### config.mk
export PLATFORM = sky130hd
export DESIGN_NAME = el2_lsu_dccm_wrbuf
export DESIGN_NICKNAME = d
export VERILOG_FILES = /design/src/rtl/el2_pkg.sv /design/src/rtl/el2_lib.sv /design/src/rtl/el2_lsu_wrbuf_hzd.sv /design/src/rtl/el2_lsu_dccm_wrbuf.sv
export SDC_FILE = /design/constraint.sdc
export NUM_CORES = 1
export LEC_CHECK = 0
export BUFFER_PORTS_ARGS = -buffer_cell sky130_fd_sc_hd__buf_2
export CORE_UTILIZATION = 61
export DETAILED_ROUTE_END_ITERATION = 16
export PLACE_DENSITY = 0.85
export SLEW_MARGIN = 0
export SYNTH_ARGS = -nofsm -noshare
export SYNTH_HDL_FRONTEND = slang
export SYNTH_SLANG_ARGS = --single-unit
### constraint.sdc
create_clock -name clk -period 10 [get_ports clk]
set_input_delay 2.5 -clock clk [delete_from_list [all_inputs] [get_ports clk]]
set_output_delay 2.5 -clock clk [all_outputs]
set_load 0.02 [all_outputs]
### src/rtl/el2_pkg.sv
// el2_pkg: shared types for the LSU DCCM store write buffer.
// Holds the core parameter record (pt), the buffered store entry layout
// and the write-buffer drain FSM state encoding.
package el2_pkg;

  localparam int EL2_DCCM_BITS   = 16;
  localparam int EL2_FDATA_WIDTH = 39;

  // Core configuration record handed down as parameter pt.
  typedef struct packed {
    int unsigned DCCM_BITS;
    int unsigned FDATA_WIDTH;
  } el2_param_t;

  localparam el2_param_t EL2_PARAM_DEFAULT = '{DCCM_BITS: EL2_DCCM_BITS,
                                               FDATA_WIDTH: EL2_FDATA_WIDTH};

  // One committed store: both bank addresses plus data+ECC per bank.
  // Field widths follow the package defaults that pt is built from.
  typedef struct packed {
    logic [EL2_DCCM_BITS-1:0]   addr_lo;
    logic [EL2_DCCM_BITS-1:0]   addr_hi;
    logic [EL2_FDATA_WIDTH-1:0] data_lo;
    logic [EL2_FDATA_WIDTH-1:0] data_hi;
  } el2_dccm_wrbuf_entry_t;

  // IDLE: empty; WAIT: holding stores, loads own the port;
  // FORCE: stores own the port until one entry has drained.
  typedef enum logic [1:0] {
    WB_IDLE  = 2'd0,
    WB_WAIT  = 2'd1,
    WB_FORCE = 2'd2
  } el2_wrbuf_state_t;

endpackage

### src/rtl/el2_lib.sv
// rvdff: plain D flop bank, asynchronous active-low clear to zero.
// Ports: din -> dout on clk rising edge; rst_l low clears dout at once.
// Latency 1 cycle; no enable, no backpressure.
module rvdff #(
  parameter int WIDTH = 1
) (
  input  logic [WIDTH-1:0] din,
  input  logic             clk,
  input  logic             rst_l,
  output logic [WIDTH-1:0] dout
);

  always_ff @(posedge clk or negedge rst_l) begin
    if (!rst_l) dout <= '0;
    else        dout <= din;
  end

endmodule

### src/rtl/el2_lsu_wrbuf_hzd.sv
// el2_lsu_wrbuf_hzd: word-address comparator between one buffered store and
// the current load (both banks against both banks). Combinational, 0 cycles.
// Ports: vld_i, entry_addr_lo_i/hi_i, ld_addr_lo_i/hi_i -> hit_o.
// Only present in builds with EL2_LSU_WRBUF_HAZARD_CHK_EN defined.
`ifdef EL2_LSU_WRBUF_HAZARD_CHK_EN
module el2_lsu_wrbuf_hzd #(
  parameter int AW = 16
) (
  input  logic          vld_i,
  input  logic [AW-1:0] entry_addr_lo_i,
  input  logic [AW-1:0] entry_addr_hi_i,
  input  logic [AW-1:0] ld_addr_lo_i,
  input  logic [AW-1:0] ld_addr_hi_i,
  output logic          hit_o
);

  // Byte offset within the 32-bit word is ignored: any overlap in the same
  // word is treated as a hazard.
  logic lo_lo, lo_hi, hi_lo, hi_hi;

  assign lo_lo = (entry_addr_lo_i[AW-1:2] == ld_addr_lo_i[AW-1:2]);
  assign lo_hi = (entry_addr_lo_i[AW-1:2] == ld_addr_hi_i[AW-1:2]);
  assign hi_lo = (entry_addr_hi_i[AW-1:2] == ld_addr_lo_i[AW-1:2]);
  assign hi_hi = (entry_addr_hi_i[AW-1:2] == ld_addr_hi_i[AW-1:2]);

  assign hit_o = vld_i & (lo_lo | lo_hi | hi_lo | hi_hi);

endmodule
`endif

### src/rtl/el2_lsu_dccm_wrbuf.sv
// el2_lsu_dccm_wrbuf: DEPTH-entry store write buffer in front of the DCCM
// write port; stores yield to loads until full or starved, then force a drain.
// Latency: an accepted store can drain the following cycle at the earliest.
// Backpressure: enq_ready = !wrbuf_full (registered); ld_stall holds loads
// off in FORCE or on an address hazard.
// Ports: clk, rst_l (async, active-low); enq_* store in; ld_* load probe /
// ld_stall; dccm_wren + dccm_wr_* write port; wrbuf_empty/full/count status.
// Build option EL2_LSU_WRBUF_HAZARD_CHK_EN: per-entry word-address compare;
// without it any non-empty buffer counts as a hazard for a load.
module el2_lsu_dccm_wrbuf
  import el2_pkg::*;
#(
  parameter el2_param_t pt         = EL2_PARAM_DEFAULT,
  parameter int         DEPTH      = 4,
  parameter int         STARVE_MAX = 8
) (
  input  logic                      clk,
  input  logic                      rst_l,

  input  logic                      enq_valid,
  output logic                      enq_ready,
  input  logic [pt.DCCM_BITS-1:0]   enq_addr_lo,
  input  logic [pt.DCCM_BITS-1:0]   enq_addr_hi,
  input  logic [pt.FDATA_WIDTH-1:0] enq_data_lo,
  input  logic [pt.FDATA_WIDTH-1:0] enq_data_hi,

  input  logic                      ld_rden,
  input  logic [pt.DCCM_BITS-1:0]   ld_addr_lo,
  input  logic [pt.DCCM_BITS-1:0]   ld_addr_hi,
  output logic                      ld_stall,

  output logic                      dccm_wren,
  output logic [pt.DCCM_BITS-1:0]   dccm_wr_addr_lo,
  output logic [pt.DCCM_BITS-1:0]   dccm_wr_addr_hi,
  output logic [pt.FDATA_WIDTH-1:0] dccm_wr_data_lo,
  output logic [pt.FDATA_WIDTH-1:0] dccm_wr_data_hi,

  output logic                      wrbuf_empty,
  output logic                      wrbuf_full,
  output logic [$clog2(DEPTH):0]    wrbuf_count
);

  localparam int PW = $clog2(DEPTH);
  localparam int CW = PW + 1;
  localparam int SW = (STARVE_MAX > 2) ? $clog2(STARVE_MAX) : 1;
  localparam logic [CW-1:0] DEPTH_C     = CW'(DEPTH);
  localparam logic [SW-1:0] STARVE_LAST = SW'(STARVE_MAX - 1);

  // ---------------------------------------------------------------- state
  logic [1:0]        state_raw;
  el2_wrbuf_state_t  state_q, state_d;
  logic [CW-1:0]     count_q, count_d;
  logic [PW-1:0]     wr_ptr_q, wr_ptr_d;
  logic [PW-1:0]     rd_ptr_q, rd_ptr_d;
  logic [SW-1:0]     starve_q, starve_d;
  logic [DEPTH-1:0]  valid_q, valid_d;

  rvdff #(.WIDTH(2))     u_state_ff  (.din(state_d),  .clk(clk), .rst_l(rst_l), .dout(state_raw));
  rvdff #(.WIDTH(CW))    u_count_ff  (.din(count_d),  .clk(clk), .rst_l(rst_l), .dout(count_q));
  rvdff #(.WIDTH(PW))    u_wrptr_ff  (.din(wr_ptr_d), .clk(clk), .rst_l(rst_l), .dout(wr_ptr_q));
  rvdff #(.WIDTH(PW))    u_rdptr_ff  (.din(rd_ptr_d), .clk(clk), .rst_l(rst_l), .dout(rd_ptr_q));
  rvdff #(.WIDTH(SW))    u_starve_ff (.din(starve_d), .clk(clk), .rst_l(rst_l), .dout(starve_q));
  rvdff #(.WIDTH(DEPTH)) u_valid_ff  (.din(valid_d),  .clk(clk), .rst_l(rst_l), .dout(valid_q));

  assign state_q = el2_wrbuf_state_t'(state_raw);

  // Entry storage needs no reset: nothing reads it unless its valid bit /
  // count says it was written, and the write-port outputs are gated.
  el2_dccm_wrbuf_entry_t mem_q [DEPTH];
  el2_dccm_wrbuf_entry_t enq_entry, head;

  assign enq_entry = '{addr_lo: enq_addr_lo, addr_hi: enq_addr_hi,
                       data_lo: enq_data_lo, data_hi: enq_data_hi};
  assign head      = mem_q[rd_ptr_q];

  // ---------------------------------------------------------- handshakes
  logic enq, drain, blocked, hazard;

  assign wrbuf_empty = (count_q == '0);
  assign wrbuf_full  = (count_q == DEPTH_C);
  assign wrbuf_count = count_q;
  assign enq_ready   = !wrbuf_full;
  assign enq         = enq_valid & enq_ready;

  // Emptiness comes from the registered count, so a store accepted this
  // cycle is never written through in the same cycle.
  assign drain   = !wrbuf_empty & (!ld_rden | (state_q == WB_FORCE));
  assign blocked = (state_q == WB_WAIT) & ld_rden & !wrbuf_empty;

  always_ff @(posedge clk) begin
    if (enq) mem_q[wr_ptr_q] <= enq_entry;
  end

  // -------------------------------------------------------------- hazard
`ifdef EL2_LSU_WRBUF_HAZARD_CHK_EN
  logic [DEPTH-1:0] hit;

  for (genvar i = 0; i < DEPTH; i++) begin : g_hzd
    el2_lsu_wrbuf_hzd #(.AW(pt.DCCM_BITS)) u_hzd (
      .vld_i           (valid_q[i]),
      .entry_addr_lo_i (mem_q[i].addr_lo),
      .entry_addr_hi_i (mem_q[i].addr_hi),
      .ld_addr_lo_i    (ld_addr_lo),
      .ld_addr_hi_i    (ld_addr_hi),
      .hit_o           (hit[i])
    );
  end

  assign hazard = |hit;
`else
  // No comparators: any buffered store may alias the load.
  logic unused_ld_addr;

  assign unused_ld_addr = ^{ld_addr_lo, ld_addr_hi};
  assign hazard         = !wrbuf_empty;
`endif

  assign ld_stall = ld_rden & ((state_q == WB_FORCE) | hazard);

  // ---------------------------------------------------- pointers / count
  always_comb begin
    wr_ptr_d = enq   ? wr_ptr_q + PW'(1) : wr_ptr_q;
    rd_ptr_d = drain ? rd_ptr_q + PW'(1) : rd_ptr_q;

    count_d = count_q;
    case ({enq, drain})
      2'b10:   count_d = count_q + CW'(1);
      2'b01:   count_d = count_q - CW'(1);
      default: count_d = count_q;
    endcase

    // Enqueue and drain never target the same slot: enqueue needs a free
    // slot, drain needs a filled one.
    valid_d = valid_q;
    if (enq)   valid_d[wr_ptr_q] = 1'b1;
    if (drain) valid_d[rd_ptr_q] = 1'b0;
  end

  // --------------------------------------------------------- starvation
  always_comb begin
    starve_d = starve_q;
    if (drain)                                 starve_d = '0;
    else if (blocked && starve_q != STARVE_LAST) starve_d = starve_q + SW'(1);
  end

  // ----------------------------------------------------------------- FSM
  always_comb begin
    state_d = state_q;
    case (state_q)
      WB_IDLE:  if (enq) state_d = WB_WAIT;
      // Going to FORCE on the next count lets the store win the port in the
      // first cycle the buffer is full.
      WB_WAIT:  if ((count_d == DEPTH_C) || (blocked && starve_q == STARVE_LAST))
                  state_d = WB_FORCE;
      WB_FORCE: if (drain && (count_d != DEPTH_C)) state_d = WB_WAIT;
      default:  state_d = WB_IDLE;
    endcase
    if (count_d == '0) state_d = WB_IDLE;
  end

  // ------------------------------------------------------ DCCM write port
  assign dccm_wren       = drain;
  assign dccm_wr_addr_lo = dccm_wren ? head.addr_lo : '0;
  assign dccm_wr_addr_hi = dccm_wren ? head.addr_hi : '0;
  assign dccm_wr_data_lo = dccm_wren ? head.data_lo : '0;
  assign dccm_wr_data_hi = dccm_wren ? head.data_hi : '0;

endmodule

==> impl_metrics.toml <==
[run_status]
status = "finished, final reports clean"

[power]
power.leakage_nw = 7.15
power.internal_mw = 4.24
seqPwrFrac_pct = 44.3
powerDensity_nw_per_um2 = 304
p_sw_mw = 1.90
ir_worst_vdd_mv = 0.194
totalPowerFinal_mw = 6.15
p_sw_share_pct = 30.9
p_comb_share_pct = 29.9
pwr-share-clk_pct = 25.8

[cells_and_area]
drive_gt1_share_pct = 40.4
utilization_pct = 72.7
final_common_cell = "edfxtp_1"
mostFrequentLayoutCells = "edfxtp_1, buf_2, mux4_2, and2_1, clkbuf_16"
fillerInstances = 1608
fin_nets = 1170
synthToLayoutAreaGrowth_pct = 16.8

[die]
die_x_um = 171
ios = 264
die_h_um = 171
core_um2 = 27900
start_util_pct = 62.2
num_rows = 61
dieArea_um2 = 29100

[sta]
setup_viol = 0
fin_crit_ns = 6.28
max_slew.worst_pin.slew_ns = 1.04
hold_viol_final = 0
clock.fmax_mhz = 159
timing.hold.ws_ns = 0.504
grt_setup_unrepaired = "false"
relSlewSlack_pct = 30.5
fin_crit_sh_pct = 62.8
slew_violations = 0
fin_ws_ns = 3.72
setup_tns_ns = 0
finalClockSkew_ns = 0.0200

[routing]
wl_met2_mm = 16.6
first_pass_iters = 5
drcViolationCount = 0
drtIter0Drc = 676
vias = 8315
antenna_left = 0
routed_wl_mm = 32.7
routed-wl-met3_mm = 2.49
top_layer_used = "met5"
wl_met1_mm = 13.0
wire_per_inst_um = 22.9
viasPerCell = 5.81

[setup_path]
rr_worst_depth = 10
regToRegStartpoint = "u_state_ff.dout[0]"
cp.required_ns = 7.50
cp_max_fo = 63
worstSetupEndpointType = "output pin"
cp.arrival_ns = 3.78
r2r-end = "u_state_ff.dout[0]"
r2r_setup_slack_ns = 7.08
path_class = "input port to output pin"
start_kind = "input port"

[worst_hold_path]
whs_path_depth = 1
hold_class = "flop to flop"
hold_end = "u_state_ff.dout[0]"
hp-start = "u_state_ff.dout[0]"

[clocking]
ctsHoldBuffers = 0
cts_sinks = 452
clk_pin_slew_ns = 0.06
cts_resized = 0
root_buffer = "clkbuf_16"
postCtsSetupRepairBufs = 0
clock_latency_ns = 0.53
cts.htree.levels = 2
cts-buffers-inserted = 44
cts_buffer_depth = 3
cts_tree = "yes"

[global_routing]
grt_use_total_pct = 22.9
grt_pass1_vias = 8532
grt_pass1_wl_mm = 48.8
antenna_found_initial = 5
grt_max_degree = 67
grt_overflow = 0

[logic_synthesis]
ys_types = 38
ys.flop_type = "edfxtp_1"
ys_ff_latch = 452
synth_area_leaders = "edfxtp_1, mux4_2, and2_1"
synth_edf_count = 440
async_flop_share_pct = 2.65
syn_inst = 770
synth_area_leader_cell = "edfxtp_1"
synth_nets = 924
yosysSeqAreaShare_pct = 77.9
synth_top_area_share_pct = 76.2
synth_area_um2 = 17300
syn_avg_cell_area_um2 = 22.5
yosysWarnings = 0

[place]
port-buffer-count = 231
dp_slack_ns = 3.71
dp_hpwl_mm = 18.1
gp_congestion = 0.750

[flow_run]
maxCapViolCount = 0
sequential cells by signal, summed over array words and instances (netlist names):
signal and cells:
mem_q 440, u_wrptr_ff.dout 2, u_starve_ff.dout 3, u_state_ff.dout 2, u_count_ff.dout 3, u_rdptr_ff.dout 2
critical path: stages:
cell	delay [ns]
buf_2	0.14
a21oi_4	0.13
buf_4	0.53
and2_1	0.26
buf_2	0.18
metrics by stage:
step,cells,area [um2]
after floorplan,770,17300
after global placement,1348,18800
after detailed placement,1348,18800
after CTS,1429,20200
after global routing,1429,20200
final,1430,20200
cell families after synthesis:
group | Yosys count | share of synthesized area [%]
xor gates and xnor gates | 6 | 0.303
adders and majority gates | 8 | 0.621
buffers and inverters | 47 | 1.45
AOI/OAI and AO/OA | 10 | 0.426
muxes | 113 | 14.5
and+or+nand+nor | 134 | 4.80
DFF | 452 | 77.9
power groups by stage:
stage	logic (mW)	clock network (mW)	registers, mW
final	1.84	1.58	2.72
after global routing	1.97	1.68	2.76
after CTS	1.87	1.61	2.73
after detailed placement	1.85	0	2.76
after global placement	1.82	0	2.73
after floorplan	1.43	0	2.64
Yosys cell counts (2+ instances only):
cell / number
and3_1: 4
mux4_2: 110
buf_2: 9
edfxtp_1: 440
o21a_1: 2
nand2b_1: 4
nand2_1: 4
and2_1: 110
ha_1: 7
buf_6: 8
xor2_1: 3
nor2_1: 2
clkbuf_1: 22
xnor2_1: 3
inv_1: 7
dfrtp_1: 12
mux2i_1: 2
layer usage:
metal	vias up	GRT usage, %
li1	3625	-
met1	4312	30.8
met2	321	37.7
met3	51	5.57
met4	6	6.85
met5	-	0
worst max path at each step:
stage | from | endpoint | slack [ns] | cells past startpoint
finish | ld_rden | dccm_wr_addr_hi[1] | 3.72 | 5
global route | ld_rden | dccm_wr_addr_hi[1] | 3.65 | 5
CTS | ld_rden | dccm_wr_data_hi[21] | 3.70 | 5
detailed placement | ld_rden | dccm_wr_data_hi[21] | 3.71 | 5
global placement | ld_rden | dccm_wr_data_hi[21] | 3.72 | 5
floorplan | ld_rden | dccm_wr_data_lo[27] | 4.06 | 4
area by class of cell:
type | instances | area (um2) | area share [%]
diodes | 1 | 2.50 | 0.0124
clock inverters | 32 | 260 | 1.29
multi-input cells | 271 | 3600 | 17.8
flip-flops and latches | 452 | 13500 | 66.8
clock buffers | 49 | 1140 | 5.64
well taps | 378 | 473 | 2.34
inverters | 7 | 26.3 | 0.130
repair buffers | 240 | 1220 | 6.04
Note: power is estimated with default switching activity, not from simulation.
